## src/rtl/keycode_pkg.sv

```systemverilog
// Shared types and helpers for the keycode event block.
//   keycode_t   : one USB HID keycode (8 bits)
//   keyword_t   : four keycode slots packed as slot i = bits [8i+7:8i]
//   state_e     : scanner FSM states
//   key_event_t : queued event (auto-repeat flag + keycode)
//   HID_NONE / HID_ERR_ROLLOVER : reserved keycodes
package keycode_pkg;

  localparam int NUM_SLOTS = 4;

  typedef logic [7:0] keycode_t;
  typedef logic [NUM_SLOTS*8-1:0] keyword_t;

  typedef enum logic {
    IDLE = 1'b0,
    SCAN = 1'b1
  } state_e;

  typedef struct packed {
    logic     is_repeat;
    keycode_t code;
  } key_event_t;

  localparam keycode_t HID_NONE         = 8'h00;
  localparam keycode_t HID_ERR_ROLLOVER = 8'h01;

  // Keycode held in slot idx of a word.
  function automatic keycode_t slot_code(keyword_t w, logic [1:0] idx);
    return w[{idx, 3'b000} +: 8];
  endfunction

  // True when any slot of w holds code.
  function automatic logic word_has(keyword_t w, keycode_t code);
    logic hit;
    hit = 1'b0;
    for (int i = 0; i < NUM_SLOTS; i++) begin
      if (w[8*i +: 8] == code) hit = 1'b1;
    end
    return hit;
  endfunction

  // True when code already sits in a slot numbered below idx, so a
  // duplicated key only produces one press event.
  function automatic logic in_lower_slot(keyword_t w, logic [1:0] idx, keycode_t code);
    logic hit;
    hit = 1'b0;
    for (int i = 0; i < NUM_SLOTS; i++) begin
      if ((2'(i) < idx) && (w[8*i +: 8] == code)) hit = 1'b1;
    end
    return hit;
  endfunction

endpackage

```

## src/rtl/event_fifo.sv

```systemverilog
// Show-ahead event queue.
//   clk, rst_n   : clock, asynchronous active-low reset
//   push, push_data : enqueue request (dropped when full and not popping)
//   pop_ready    : consumer ready
//   valid, head  : queue head (head forced to zero while empty)
//   overflow     : sticky, set when a push is dropped; cleared only by reset
//   count        : number of queued events, 0..DEPTH
// Handshake: valid is high whenever count != 0; the head is consumed on a
// cycle where valid && pop_ready, and head holds steady while valid && !pop_ready.
// DEPTH must be a power of two (>= 2) so the pointers wrap naturally.
module event_fifo
  import keycode_pkg::*;
#(
  parameter int DEPTH = 8
) (
  input  logic                     clk,
  input  logic                     rst_n,
  input  logic                     push,
  input  key_event_t               push_data,
  input  logic                     pop_ready,
  output logic                     valid,
  output key_event_t               head,
  output logic                     overflow,
  output logic [$clog2(DEPTH):0]   count
);

  localparam int AW = $clog2(DEPTH);
  localparam logic [AW:0] FULL_COUNT = DEPTH[AW:0];

  key_event_t    mem [DEPTH];
  logic [AW-1:0] wr_ptr;
  logic [AW-1:0] rd_ptr;
  logic          pop;
  logic          push_ok;
  logic          full;

  assign valid   = (count != '0);
  assign full    = (count == FULL_COUNT);
  assign pop     = valid && pop_ready;
  // A pop in the same cycle frees a slot, so a push at full still lands.
  assign push_ok = push && (!full || pop);
  assign head    = valid ? mem[rd_ptr] : '0;

  always_ff @(posedge clk) begin
    if (push_ok) mem[wr_ptr] <= push_data;
  end

  always_ff @(posedge clk or negedge rst_n) begin
    if (!rst_n) begin
      wr_ptr   <= '0;
      rd_ptr   <= '0;
      count    <= '0;
      overflow <= 1'b0;
    end else begin
      if (push_ok) wr_ptr <= wr_ptr + 1'b1;
      if (pop)     rd_ptr <= rd_ptr + 1'b1;
      case ({push_ok, pop})
        2'b10:   count <= count + 1'b1;
        2'b01:   count <= count - 1'b1;
        default: count <= count;
      endcase
      if (push && !push_ok) overflow <= 1'b1;
    end
  end

endmodule

```

## src/rtl/keycode_events.sv

```systemverilog
// Turns the four-slot USB HID keycode word into a stream of key events.
// The word is registered, debounced (must hold STABLE_CYCLES cycles), then
// compared slot by slot against the previously accepted snapshot; every
// newly appearing key becomes a press event. The most recently pressed key
// auto-repeats after REPEAT_DELAY cycles, then every REPEAT_PERIOD cycles.
//   Clk, reset_rtl_0 : clock, asynchronous active-low reset
//   keycode_i        : four 8-bit keycodes, slot i = bits [8i+7:8i]
//   evt_valid/evt_ready/evt_code/evt_repeat : event queue head handshake
//   overflow         : sticky, an event was dropped at a full queue
//   fifo_count       : number of queued events
//   dbg_state        : scanner FSM state
// REPEAT_DELAY must be at least 4 (the scan length).
module keycode_events
  import keycode_pkg::*;
#(
  parameter int STABLE_CYCLES = 4,
  parameter int REPEAT_DELAY  = 50_000_000,
  parameter int REPEAT_PERIOD = 10_000_000,
  parameter int FIFO_DEPTH    = 8
) (
  input  logic                         Clk,
  input  logic                         reset_rtl_0,
  input  logic [31:0]                  keycode_i,
  output logic                         evt_valid,
  input  logic                         evt_ready,
  output logic [7:0]                   evt_code,
  output logic                         evt_repeat,
  output logic                         overflow,
  output logic [$clog2(FIFO_DEPTH):0]  fifo_count,
  output state_e                       dbg_state
);

  localparam int CW      = $clog2(STABLE_CYCLES + 1);
  localparam int RPT_MAX = (REPEAT_DELAY > REPEAT_PERIOD) ? REPEAT_DELAY : REPEAT_PERIOD;
  localparam int TW      = $clog2(RPT_MAX + 1);

  localparam logic [CW-1:0] STABLE_MAX = CW'(STABLE_CYCLES);
  // The timer only runs in IDLE, so a press in slot s is loaded short by the
  // (NUM_SLOTS-1-s) scan cycles still to come; the first repeat then lands
  // exactly REPEAT_DELAY cycles after the press.
  localparam logic [TW-1:0] DELAY_BASE = TW'(REPEAT_DELAY - (NUM_SLOTS - 1));
  localparam logic [TW-1:0] PERIOD_LD  = TW'(REPEAT_PERIOD);

  keyword_t      kc_q;
  keyword_t      snap;
  keyword_t      prev_snap;
  logic [CW-1:0] stab_cnt;

  state_e        state, state_n;
  logic [1:0]    slot, slot_n;

  logic          rpt_valid;
  keycode_t      rpt_code;
  logic [TW-1:0] rpt_timer;

  logic          accept;
  keycode_t      scan_code;
  logic          press;
  logic          rpt_fire;
  logic          push;
  key_event_t    push_data;
  key_event_t    head;

  // Input register and stability counter. The counter restarts whenever
  // kc_q is about to change and saturates at STABLE_CYCLES.
  always_ff @(posedge Clk or negedge reset_rtl_0) begin
    if (!reset_rtl_0) begin
      kc_q     <= '0;
      stab_cnt <= '0;
    end else begin
      kc_q <= keycode_i;
      if (keycode_i != kc_q)        stab_cnt <= '0;
      else if (stab_cnt != STABLE_MAX) stab_cnt <= stab_cnt + 1'b1;
    end
  end

  // Accept a stable, different, rollover-free word; an identical word would
  // only rescan and disturb the repeat timer.
  assign accept = (state == IDLE) && (stab_cnt == STABLE_MAX) &&
                  (kc_q != snap) && !word_has(kc_q, HID_ERR_ROLLOVER);

  always_ff @(posedge Clk or negedge reset_rtl_0) begin
    if (!reset_rtl_0) begin
      snap      <= '0;
      prev_snap <= '0;
    end else if (accept) begin
      snap      <= kc_q;
      prev_snap <= snap;
    end
  end

  // Scanner FSM: state register.
  always_ff @(posedge Clk or negedge reset_rtl_0) begin
    if (!reset_rtl_0) begin
      state <= IDLE;
      slot  <= '0;
    end else begin
      state <= state_n;
      slot  <= slot_n;
    end
  end

  // Scanner FSM: next state. SCAN walks slots 0..3, one per cycle.
  always_comb begin
    state_n = state;
    slot_n  = slot;
    case (state)
      IDLE: begin
        if (accept) begin
          state_n = SCAN;
          slot_n  = 2'd0;
        end
      end
      SCAN: begin
        slot_n = slot + 2'd1;
        if (slot == 2'(NUM_SLOTS - 1)) state_n = IDLE;
      end
      default: begin
        state_n = IDLE;
        slot_n  = 2'd0;
      end
    endcase
  end

  assign dbg_state = state;
  assign scan_code = slot_code(snap, slot);
  assign press     = (state == SCAN) && (scan_code != HID_NONE) &&
                     !word_has(prev_snap, scan_code) &&
                     !in_lower_slot(snap, slot, scan_code);
  assign rpt_fire  = (state == IDLE) && rpt_valid && (rpt_timer == TW'(1));

  // Repeat target tracking. Presses happen only in SCAN and repeats only in
  // IDLE, so at most one event is pushed per cycle.
  always_ff @(posedge Clk or negedge reset_rtl_0) begin
    if (!reset_rtl_0) begin
      rpt_valid <= 1'b0;
      rpt_code  <= HID_NONE;
      rpt_timer <= '0;
    end else if (accept && !word_has(kc_q, rpt_code)) begin
      rpt_valid <= 1'b0;
    end else if (press) begin
      rpt_valid <= 1'b1;
      rpt_code  <= scan_code;
      rpt_timer <= DELAY_BASE + TW'(slot);
    end else if (rpt_fire) begin
      rpt_timer <= PERIOD_LD;
    end else if ((state == IDLE) && rpt_valid) begin
      rpt_timer <= rpt_timer - 1'b1;
    end
  end

  always_comb begin
    push_data = '0;
    push      = press || rpt_fire;
    if (press) begin
      push_data.is_repeat = 1'b0;
      push_data.code      = scan_code;
    end else if (rpt_fire) begin
      push_data.is_repeat = 1'b1;
      push_data.code      = rpt_code;
    end
  end

  event_fifo #(
    .DEPTH (FIFO_DEPTH)
  ) u_fifo (
    .clk       (Clk),
    .rst_n     (reset_rtl_0),
    .push      (push),
    .push_data (push_data),
    .pop_ready (evt_ready),
    .valid     (evt_valid),
    .head      (head),
    .overflow  (overflow),
    .count     (fifo_count)
  );

  assign evt_code   = head.code;
  assign evt_repeat = head.is_repeat;

endmodule
```

## config.mk

```make
export PLATFORM = sky130hd
export DESIGN_NAME = keycode_events
export DESIGN_NICKNAME = d
export VERILOG_FILES = /design/src/rtl/keycode_pkg.sv /design/src/rtl/event_fifo.sv /design/src/rtl/keycode_events.sv
export SDC_FILE = /design/constraint.sdc
export NUM_CORES = 1
export LEC_CHECK = 0
export BUFFER_PORTS_ARGS = -buffer_cell sky130_fd_sc_hd__buf_4
export CORE_ASPECT_RATIO = 1.25
export CORE_MARGIN = 2
export CORE_UTILIZATION = 50
export DETAILED_ROUTE_END_ITERATION = 10
export PLACE_DENSITY = 0.71
export SETUP_SLACK_MARGIN = 0.2
export SLEW_MARGIN = 25
export SYNTH_ARGS = -nofsm -noshare
export SYNTH_HDL_FRONTEND = slang
export SYNTH_SLANG_ARGS = --single-unit
```

## constraint.sdc

```tcl
create_clock -name Clk -period 10 [get_ports Clk]
set_input_delay 2 -clock Clk [delete_from_list [all_inputs] [get_ports Clk]]
set_output_delay 2 -clock Clk [all_outputs]
set_load 0.05 [all_outputs]
```

### Yosys cells after proc, flatten, opt, wreduce, memory -nomap -nowiden

Memory sizes are Yosys's and may differ from the RTL's.
Index checks and enable logic that the tools add are counted.

* flip-flop bits (word level): 148
* latch bits: 0
* RAM bits: 72
* bits in read-only memories: 0
* bits of input ports: 35
* output and inout port bits: 16
* logic and storage cells: 121
* memories kept: 1

* add/subtract/negate cells: 8
* multiply operators: 0
* divide/modulo/power cells: 0
* $lt $le $gt $ge: 4
* eq/ne operators: 26
* shift-type cells: 1
* muxes and demuxes: 34
* bitwise gates (word level): 2
* reductions and logical operators: 32

Memory list
* u_fifo.mem: depth 8, bits a word 9, read ports 1, clocked after Yosys merged registers in 0, wr ports 1, line event_fifo.sv:30 `key_event_t mem [DEPTH];`

Operator list (number)
* equality test 8 bit: 12
* two-way mux 26 bit: 3
* != test 32 bit: 2
* equality test 8 x 1 -> 1 bit, second input constant: 4
* variable part select 32 x 6 -> 8 bit: 1
* two-way mux 9 bit: 3
* adder 26 x 2 -> 26 bit, first input constant: 1
* equality test 26 x 1 -> 1 bit, second input constant: 1
* subtractor 26 x 1 -> 26 bit, second input constant: 1
* two-way mux 1 bit: 22
* logical AND 1 bit: 16
* adder 3 x 1 -> 3 bit, second input constant: 3
* case mux 4 bit (2 select lines): 1
* nonzero test 8 bit: 1
* zero test 1 bit: 6
* two-way mux 3 bit: 2
* nonzero test 2 bit: 3
* adder 4 x 1 -> 4 bit, second input constant: 1
* equality test 2 bit, second input constant: 2
* equality test 4 bit, second input constant: 1
* < comparator 1 x 2 -> 1 bit, first input constant: 2
* < comparator 2 bit, first input constant: 2
* case mux 2 bit (2 select lines): 1
* AND reduction 2 bit: 2
* other kinds (12): 14

### Longest topological paths before layout

* depth in word-level cells: 13
* depth in mapped cells: 19
* mapped depth without buffers: 16

### Cells and area by module

From an unflattened synthesis, not the netlist that was laid out.

* cell total of the unflattened synthesis: 928
* area, all modules: 11604.9 um^2

Modules (own cells, without submodules)
* keycode_events: times used 1, cells an instance 740, area each 8126.5 um^2, sequential area each 3428.3 um^2
* event_fifo: times used 1, cells an instance 188, area each 3478.3 um^2, sequential area each 2437.3 um^2

### Worst setup path before layout

Ideal clock, no wire load.

* path kind: register to output
* start: reg u_fifo.rd_ptr[0]
* end: out evt_code[0]
* data arrival time: 2451 ps
* data required time: 8000 ps
* setup slack: 5549 ps
* cell stages (with the launch flop): 6
* buffers on the path: 2
* cell sequence: dfrtp_1 clkbuf_1 buf_1 mux4_2 mux2i_1 nor2_1

* longest elaborated chain between the ends: 2

RTL lines
* start, declared: line event_fifo.sv:32 `logic [AW-1:0] rd_ptr;`
* start signal, assigned: line event_fifo.sv:56 `if (pop) rd_ptr <= rd_ptr + 1'b1;`
* memory read (8 x 9 bit)
* two-way mux 9 bit: line event_fifo.sv:42 `assign head = valid ? mem[rd_ptr] : '0;`
* end, declared: line keycode_events.sv:26 `output logic [7:0] evt_code,`

No other way between the ends.

### Worst setup path in the final report

* start: reg slot[0]
* end: reg u_fifo.count[2]

* longest elaborated chain between the ends: 13
* elaborated cells on any way between the ends: 37
* those cells by class: order compare (4); eq/ne (10); shift (1); mux (9); reduce/logical (13)

RTL lines
* start, declared: line keycode_events.sv:50 `logic [1:0] slot, slot_n;`
* start signal, assigned: line keycode_events.sv:99 `slot <= slot_n;`
* variable part select 32 x 6 -> 8 bit: line keycode_pkg.sv:29 `return w[{idx, 3'b000} +: 8];`
* equality test 8 bit, on equally long branches: line keycode_pkg.sv:37, keycode_pkg.sv:48
* two-way mux 1 bit or logical AND 1 bit (tied branches): line keycode_pkg.sv:37, keycode_pkg.sv:48
* two-way mux 1 bit, on equally long branches (3 in series): line keycode_pkg.sv:37, keycode_pkg.sv:48
* zero test 1 bit or two-way mux 1 bit (tied branches): line keycode_events.sv:128, keycode_pkg.sv:48
* logical AND 1 bit or zero test 1 bit (tied branches): line keycode_events.sv:127, keycode_events.sv:129
* logical AND 1 bit *: line keycode_events.sv:128 `!word_has(prev_snap, scan_code) &&`
* logical OR 1 bit *: line keycode_events.sv:154 `push = press || rpt_fire;`
* logical AND 1 bit *: line event_fifo.sv:41 `assign push_ok = push && (!full || pop);`
* equality test 2 x 1 -> 1 bit or equality test 2 bit (tied branches): line event_fifo.sv:57 `case ({push_ok, pop})`
* case mux 4 bit (2 select lines) or nonzero test 2 bit (tied branches)
* end signal, assigned: line event_fifo.sv:58 `2'b10: count <= count + 1'b1;`
* end signal, assigned: line event_fifo.sv:59 `2'b01: count <= count - 1'b1;`
* end signal, assigned: line event_fifo.sv:60 `default: count <= count;`
* end, declared: line event_fifo.sv:24 `output logic [$clog2(DEPTH):0] count`

Mark *: on every way between the ends. The rest lies on a longest branch, timed or not.
A chain may end at the register's enable or synchronous reset.

==> out/qor.csv <==
metric;value;unit
First-pass DRT Iterations;8;
IO Port Bufs;50;
via count;7492;
Crit path arrival time;5.09;ns
crit-path most repeated cell;xor2_1;
first-pass GRT wire length;42300;um
TritonCTS buffer count;23;
grt ovf;0;
Seq/Total Area, Yosys;50.7;%
fin. max-slew vios;0;
commonest non-fill, non-tap cell in the layout;dfrtp_1;
post-route ant nets;0;
Cell Rows;62;
Layout Nets;1008;
GR Util All Layers;21.8;%
largest net degree at the start of global routing;80;
Yosys cell types;68;
Post-synth EDFFs;72;
Layout Utilization;56.5;%
worst hold-check path type;reg -> reg;
share of layout cells above drive strength 1;21.8;%
Die ar.;24400;sq um
final cycle utilization of the critical path;46.9;%
First DRT Iteration DRCs;523;
CP max FO;51;
yosys warns;0;
average cell area after synthesis;12.0;sq um
Hold Path Origin;u_fifo.overflow$_DFFE_PN0P_;
PwrDens;187;nW/um^2
Worst Hold Path EP;u_fifo.overflow$_DFFE_PN0P_;
outcome;finished with violations;
maxcap violations;0;
top cells by area, synth;dfrtp_1, edfxtp_1, xnor2_1, mux2_2, mux4_2;
Synth top area share;32.0;%
Mapped Area;11600;sq um
I/O Pins;51;
# fillers;1862;
Antenna Cells;0;
worst r2r src;slot[0]$_DFFE_PN0P_;
startpoint types;flop;
synth-to-layout area growth;11.7;%
CTS tree;yes;
core area;22900;sq um
htree depth;1;
# resized after CTS;0;
Hold Path Cell Cnt;1;
Routed wire per std cell;20.6;um
WS Path Type;reg -> reg;
initial core utilization;50.6;%
syn nets;1012;
clock sink count;220;
Clk Latency, worst-skew pair;0.52;ns
CTS max path bufs;3;
Root Buffer;clkbuf_16;
Max Freq;213;MHz
Max-slew headroom;32.5;%
Die Width;140;um
Vias/cell;5.91;
Synth Instances;966;
Synth area leader;dfrtp_1;
unrepaired setup endpoints after global routing;no;
Layout Skew;0.0108;ns
DR DRC count;3;
Yosys reg bits;220;
worst-margin pin slew;1.00;ns
# setup viols final;0;
Worst path max stage delay;0.88;ns
R2R depth;15;
LEAKAGE;0.00519;uW
routability cong.;0.891;
Peak VDD IR;0.160;mV
initial antenna violation count;0;
Overall Power;2420;uW
Hold-fix buffers, CTS;0;
die height;174;um
most frequent cells in the layout;dfrtp_1, xnor2_1, edfxtp_1;
violated checks;DRC;
CTS clock-pin slew for the worst setup and hold paths;0.06;ns
HPWL after DPL;18100;um
crit path cell chain;mux4_1 > xor2_1 > nor4_1 > a211oi_2 > nand3_2 > buf_4 > a21oi_2 > inv_2 > ha_1 > xor2_1 > ha_1 > a21oi_1 > xor2_1 > nor2_1 > xor2_1;
Required @ worst endpoint;10.40;ns
Setup TNS;0;ns
Total Wirelength;26100;um
fraction of registers with async set/reset;67.3;%
ys flop type;dfrtp_1;
slowest library cell on the worst path;mux4_1;
Reg2Reg Setup Slack;5.31;ns
Crit Reg-Reg Endpoint;u_fifo.count[2]$_DFFE_PN0P_;
Final min period;4.69;ns
vias in the first global route;7545;
postcts setup bufs;0;
final hold violations;0;
CP endpoint kind;flop;
-- layout make-up --
class                           instances  area, sq um  share of cell area (%)
Multi-Input combinational cell        629         5290                    40.9
Clock buffer                           23          576                    4.45
Tap cell                              288          360                    2.79
Timing Repair Buffer                   60          454                    3.51
Clock inverter                         19          274                    2.12
Sequential cell                       220         5870                    45.4
Inverter                               28          105                   0.813
-- metal layers --
layer  up-vias  track usage, %  share of wire [%]
met2       227            37.5                 51
met5         -               0                  0
li1       3451               -                  -
met4         0            8.84                3.4
met3        53            2.23                4.0
met1      3761            28.5                 42
-- synth_stat cells, types with 26 or more instances --
cell	n
xor2_1	41
edfxtp_1	72
nand2_1	47
nor2_1	40
xnor2_1	130
inv_1	26
dfrtp_1	148
clkbuf_1	62
o21ai_0	29
mux2_2	69
nand4_1	34
mux2i_1	33
-- registers in the layout, summed over array words and instances, names as in the netlist, 3 cells and up --
name	cells
kc_q	32
prev_snap	32
rpt_code	8
rpt_timer	26
snap	32
stab_cnt	3
u_fifo.count	4
u_fifo.mem	72
u_fifo.rd_ptr	3
u_fifo.wr_ptr	3
-- metrics by stage --
| step | instance area, sq um | worst slack, ns | hold slack (ns) | instances |
|---|---|---|---|---|
| 6_report | 12900 | 5.31 | 0.463 | 1267 |
| 2_1_floorplan | 11600 | 5.55 | 0.464 | 966 |
| 5_1_grt | 12900 | 4.95 | 0.490 | 1267 |
| 4_1_cts | 12900 | 5.02 | 0.467 | 1267 |
| 3_3_place_gp | 12000 | 5.26 | 0.443 | 1225 |
| 3_5_place_dp | 12000 | 5.04 | 0.452 | 1225 |
-- critical path, delay by kind of cell (launching register included) --
family,cells,cell delay [ns]
fa+ha+maj,2,0.52
flops,1,0.75
mux,1,0.88
compound gates,3,0.47
simple gates,3,0.49
buf+inv,2,0.78
xor+xnor,4,0.63
-- kinds of logic (layout without fill, tap and decap cells) --
| kind of cell | after synthesis | after routing | share of synthesized area [%] |
|---|---|---|---|
| muxes | 128 | 128 | 14.7 |
| and+or+nand+nor | 208 | 208 | 9.59 |
| DFF | 220 | 220 | 50.7 |
| buffers and inverters | 117 | 130 | 4.47 |
| AOI/OAI and AO/OA | 111 | 111 | 6.41 |
| xor gates and xnor gates | 171 | 171 | 12.9 |
| adders and majority gates | 11 | 11 | 1.19 |
-- worst max-delay path by stage --
stage                                             end  cells past startpoint  slack [ns]                         start
after detailed placement   u_fifo.mem[7][5]$_DFFE_PP_                     10        5.04           slot[0]$_DFFE_PN0P_
after CTS                  u_fifo.mem[7][8]$_DFFE_PP_                     10        5.02           slot[0]$_DFFE_PN0P_
after global routing      u_fifo.count[2]$_DFFE_PN0P_                     16        4.95           slot[0]$_DFFE_PN0P_
after floorplan                           evt_code[0]                      5        5.55  u_fifo.rd_ptr[0]$_DFFE_PN0P_
after global placement    u_fifo.count[2]$_DFFE_PN0P_                     15        5.26           slot[0]$_DFFE_PN0P_
final                     u_fifo.count[2]$_DFFE_PN0P_                     15        5.31           slot[0]$_DFFE_PN0P_
-- power breakdown --
| group | switching [uW] | internal [uW] | total [uW] | leakage, uW |
|---|---|---|---|---|
| logic | 271 | 188 | 459 | 0.00220 |
| clock network | 367 | 582 | 949 | 0.000404 |
| registers | 61.4 | 947 | 1010 | 0.00260 |
Note: power is estimated with default switching activity, not from simulation.
